$ cat src/rtl/mul_share_rr_ctrl.sv
// Round-robin front end that shares one pipelined 14x5 multiplier among NUM_REQ requesters.
// Each issued operation's requester id travels in a tag pipeline aligned to the multiplier latency.
module mul_share_rr_ctrl #(
  parameter int NUM_REQ = 4,
  parameter int ID_W    = 2,
  parameter int LAT     = 3
) (
  input  logic                  clk,
  input  logic                  reset,
  input  logic [NUM_REQ-1:0]    req_valid,
  input  logic [NUM_REQ*14-1:0] req_a,
  input  logic [NUM_REQ*5-1:0]  req_b,
  output logic [NUM_REQ-1:0]    req_ready,
  output logic                  mul_ce,
  output logic [13:0]           mul_din0,
  output logic [4:0]            mul_din1,
  input  logic [13:0]           mul_dout,
  output logic                  res_valid,
  output logic [13:0]           res_data,
  output logic [ID_W-1:0]       res_id,
  input  logic                  res_ready,
  output logic [2:0]            inflight
);

  logic [ID_W-1:0] rr_ptr;
  logic [ID_W-1:0] ptr_nxt;
  logic [LAT-1:0]  tag_v;
  logic [LAT-1:0]  tag_v_nxt;
  logic [ID_W-1:0] tag_id [LAT];
  logic [2:0]      inflight_q;
  logic [2:0]      inflight_nxt;

  logic            grant_found;
  logic [ID_W-1:0] grant_idx;
  logic            hi_found;
  logic [ID_W-1:0] hi_idx;
  logic            lo_found;
  logic [ID_W-1:0] lo_idx;
  logic            stall;

  // Outputs are forced idle while reset is held so stale tags never show.
  assign res_valid = tag_v[LAT-1] && !reset;
  assign res_id    = tag_id[LAT-1];
  assign res_data  = mul_dout;
  assign inflight  = reset ? 3'd0 : inflight_q;

  assign stall  = res_valid && !res_ready;
  assign mul_ce = !reset && !stall;

  // Lowest requester at or above the pointer wins; otherwise wrap to the lowest overall.
  always_comb begin
    hi_found = 1'b0;
    hi_idx   = '0;
    lo_found = 1'b0;
    lo_idx   = '0;
    for (int i = NUM_REQ - 1; i >= 0; i--) begin
      if (req_valid[i]) begin
        lo_found = 1'b1;
        lo_idx   = ID_W'(i);
        if (i >= int'(rr_ptr)) begin
          hi_found = 1'b1;
          hi_idx   = ID_W'(i);
        end
      end
    end
    grant_found = hi_found || lo_found;
    grant_idx   = hi_found ? hi_idx : lo_idx;
  end

  always_comb begin
    req_ready = '0;
    mul_din0  = '0;
    mul_din1  = '0;
    for (int i = 0; i < NUM_REQ; i++) begin
      if (grant_found && grant_idx == ID_W'(i)) begin
        req_ready[i] = mul_ce;
        mul_din0     = req_a[14*i +: 14];
        mul_din1     = req_b[5*i +: 5];
      end
    end
  end

  always_comb begin
    ptr_nxt = (grant_idx == ID_W'(NUM_REQ - 1)) ? '0 : grant_idx + ID_W'(1);
  end

  always_comb begin
    tag_v_nxt    = {tag_v[LAT-2:0], grant_found};
    inflight_nxt = '0;
    for (int i = 0; i < LAT; i++) begin
      inflight_nxt = inflight_nxt + 3'(tag_v_nxt[i]);
    end
  end

  always_ff @(posedge clk) begin
    if (reset) begin
      rr_ptr     <= '0;
      tag_v      <= '0;
      inflight_q <= '0;
      for (int i = 0; i < LAT; i++) begin
        tag_id[i] <= '0;
      end
    end else if (mul_ce) begin
      tag_v      <= tag_v_nxt;
      inflight_q <= inflight_nxt;
      tag_id[0]  <= grant_idx;
      for (int i = 1; i < LAT; i++) begin
        tag_id[i] <= tag_id[i-1];
      end
      if (grant_found) begin
        rr_ptr <= ptr_nxt;
      end
    end
  end

endmodule
$ cat config.mk
export PLATFORM = sky130hd
export DESIGN_NAME = mul_share_rr_ctrl
export DESIGN_NICKNAME = d
export VERILOG_FILES = /design/src/rtl/mul_share_rr_ctrl.sv
export SDC_FILE = /design/constraint.sdc
export NUM_CORES = 1
export LEC_CHECK = 0
export ABC_AREA = 1
export CAP_MARGIN = 15
export CORE_ASPECT_RATIO = 1.4
export CORE_MARGIN = 10
export CORE_UTILIZATION = 32
export DETAILED_ROUTE_END_ITERATION = 12
export PLACE_DENSITY = 0.86
export RECOVER_POWER = 100
export SLEW_MARGIN = 40
export SYNTH_ARGS = -nofsm -noshare
export SYNTH_HDL_FRONTEND = slang
export SYNTH_SLANG_ARGS = --single-unit
$ cat constraint.sdc
create_clock -name clk -period 3.2 [get_ports clk]
set_input_delay 0.64 -clock clk [delete_from_list [all_inputs] [get_ports clk]]
set_output_delay 0.64 -clock clk [all_outputs]
set_load 0.005 [all_outputs]
==> impl_metrics.json <==
{
  "hold_class": "flop to flop",
  "syn_area_per_cell_um2": 5.83,
  "timing.hold.ws_ns": 0.485,
  "postSynthCellCount": 277,
  "synth_seq_cells": 13,
  "drc_errors": 0,
  "die_y_um": 104,
  "tritoncts": "yes",
  "ant_nets": 0,
  "cp_max_fo": 12,
  "syn-num-nets": 379,
  "placed_area_um2": 2800,
  "crit_buf_inv": 7,
  "r2r_start": "rr_ptr[0]",
  "clk_path_buf_depth": 2,
  "finalSetupViolations": 0,
  "critPathLaunchType": "input pin",
  "synth.distinct_cells": 26,
  "drv_slew": 0,
  "power.leakage_nw": 1.45,
  "slowest_delay_ns": 0.27,
  "initial_core_util_pct": 33.1,
  "critical_path.startpoint": "req_valid[3]",
  "hold_viol_final": 0,
  "grt.overflow.total": 0,
  "dpl.hpwl_um": 5370,
  "hp-start": "inflight_q[1]",
  "antenna_cells": 0,
  "place.port_buffers": 111,
  "rows": 30,
  "ios": 141,
  "design.core.area_um2": 4880,
  "syn_to_final_growth_pct": 88.6,
  "final_layout_size_suffix_gt1_share_pct": 14.2,
  "cp-end-kind": "output port",
  "synth_edf_count": 6,
  "power_density_nw_per_um2": 359,
  "irDropWorstVdd_v": 0.000242,
  "finalSetupTns_ns": 0,
  "wirelength_um": 7300,
  "path_cells": "dlygate4sd2_1, a21oi_2, inv_1, o21ai_4, inv_2, ha_1, nand2_2, inv_2, buf_12, buf_4, nand2_1, nand2_1, dlygate4sd2_1",
  "required_ns": 2.56,
  "cap_violations": 0,
  "slowest_stage": "dlygate4sd2_1",
  "min_period_ns": 3.14,
  "final_util_pct": 62.4,
  "nNetsFinal": 489,
  "grt_start_max_net_pins": 25,
  "grt_pass1_wl_um": 11100,
  "cts_buffers": 3,
  "synth_ff_type": "dfxtp_1",
  "netlist_area_um2": 1610,
  "root_buffer": "clkbuf_8",
  "groute.usage.overall_pct": 16.4,
  "path_clk_slew_ns": 0.05,
  "drt-initial-drc-count": 96,
  "clock_skew_ns": 0.00169,
  "yosysWarnings": 0,
  "fin_crit_sh_pct": 98.1,
  "die-area_um2": 8330,
  "first_pass_iters": 4,
  "yosysSeqAreaShare_pct": 19.8,
  "final_area_um2": 3040,
  "viasPerCell": 4.98,
  "worst-setup-path-type": "input pin to output port",
  "status": "complete, no violations",
  "gp_routability_congestion": 0.919,
  "arrival_ns": 2.50,
  "cts.sinks": 13,
  "via_count": 2240,
  "synth-async-reset-ratio_pct": 0,
  "die_x_um": 80.0,
  "wl_per_cell_um": 16.2,
  "grt_pass1_vias": 2227,
  "htree_levels": 1,
  "path_delay_family": "buffers and inverters",
  "clock_latency_ns": 0.24,
  "clock.fmax_mhz": 319,
  "grt_antenna_before_repair": 0
}
==> cells in the mapped netlist (2+ instances only) <==
| master | count | area (um2) |
|---|---|---|
| a21oi_1 | 3 | 15.0 |
| buf_2 | 9 | 45.0 |
| buf_4 | 17 | 128 |
| buf_6 | 2 | 22.5 |
| clkbuf_1 | 4 | 15.0 |
| clkbuf_2 | 2 | 10.0 |
| dfxtp_1 | 7 | 140 |
| edfxtp_1 | 6 | 180 |
| ha_1 | 4 | 50.1 |
| inv_1 | 39 | 146 |
| nand2_1 | 70 | 263 |
| nand2_2 | 2 | 12.5 |
| nand3_1 | 41 | 205 |
| nand4_1 | 19 | 119 |
| nor2_1 | 17 | 63.8 |
| nor3_1 | 2 | 10.0 |
| o21ai_0 | 22 | 110 |
| o21ai_1 | 3 | 15.0 |
==> tightest hold or removal path, cell delays in order, from the launching register on <==
cell and delay [ns]:
dfxtp_1 0.29, inv_1 0.06, o21ai_0 0.08
==> layout make-up <==
| class | instances | area (um2) |
|---|---|---|
| fill | 442 | 1840 |
| timing repair buffer | 139 | 1430 |
| multi-input combinational | 189 | 1020 |
| sequential | 13 | 322 |
| inverter | 41 | 154 |
| tap | 64 | 80.1 |
| clock buffer | 4 | 45.0 |
==> layer usage <==
metal / vias to the layer above / global-route usage, % / routed length, um
li1: 1096 / - / -
met1: 1024 / 16.4 / 2670
met2: 96 / 30.2 / 3890
met3: 24 / 3.20 / 473
met4: 0 / 8.46 / 265
met5: - / 0 / 0
==> timing repair <==
action | CTS | global route
pin swaps | 7 | 7
cloned | 3 | 0
hold buffers | 0 | 0
resized for setup | 46 | 19
endpoints found under the setup margin | 23 | 23
setup buffers | 6 | 1
==> path summary, 6_finish.rpt <==
kind / endpoint / cells after the start / slack [ns]
max reg2reg: rr_ptr[1] / 8 / 1.49
max: mul_din0[0] / 13 / 0.06
min reg2reg: inflight_q[1] / 2 / 0.48
min: inflight_q[1] / 2 / 0.48
==> power breakdown <==
group / internal [mW] / total (mW) / switching (mW)
Sequential: 0.193 / 0.205 / 0.0123
Combinational: 0.407 / 0.740 / 0.333
Clock: 0.0880 / 0.148 / 0.0601
Total: 0.688 / 1.09 / 0.406
==> flip-flops by register name, indices dropped and copies added, names as in the netlist <==
signal,count
tag_v,3
rr_ptr,2
tag_id,6
inflight_q,2
==> cell families (layout without fill, tap and decap cells) <==
family,Yosys count,in the layout,synth area share [%]
fa+ha+maj,5,5,4.34
buf+inv,75,184,23.2
other cells,1,1,0.232
flops,13,13,19.8
compound gates,30,30,9.61
simple gates,153,153,42.8
==> cell usage in the layout, fill, tap and decap left out, types with 2 or more instances in the layout <==
master,Yosys,routed
clkdlybuf4s50_1,0,81
nand2_1,70,69
nand3_1,41,40
inv_1,39,35
o21ai_0,22,20
dlygate4sd2_1,0,20
nand4_1,19,19
nor2_1,17,14
buf_4,17,11
buf_6,2,7
dlygate4sd3_1,0,7
dfxtp_1,7,6
buf_12,0,6
edfxtp_1,6,6
inv_2,1,5
o21ai_1,3,4
nor2_2,1,3
nand2_4,1,3
ha_4,0,3
clkbuf_8,0,3
clkbuf_1,4,3
clkbuf_2,2,3
a21oi_1,3,2
a21oi_2,1,2
bufbuf_16,0,2
==> stage by stage <==
step | cells | total power [mW] | worst slack (ns)
detailed placement | 437 | 0.904 | -0.469
global placement | 437 | 0.891 | -0.389
global route | 450 | 1.19 | -0.0272
finish | 450 | 1.09 | 0.0610
CTS | 450 | 1.09 | 0.0213
floorplan | 277 | 0.522 | 0.556
(Power assumes the default switching activity.)
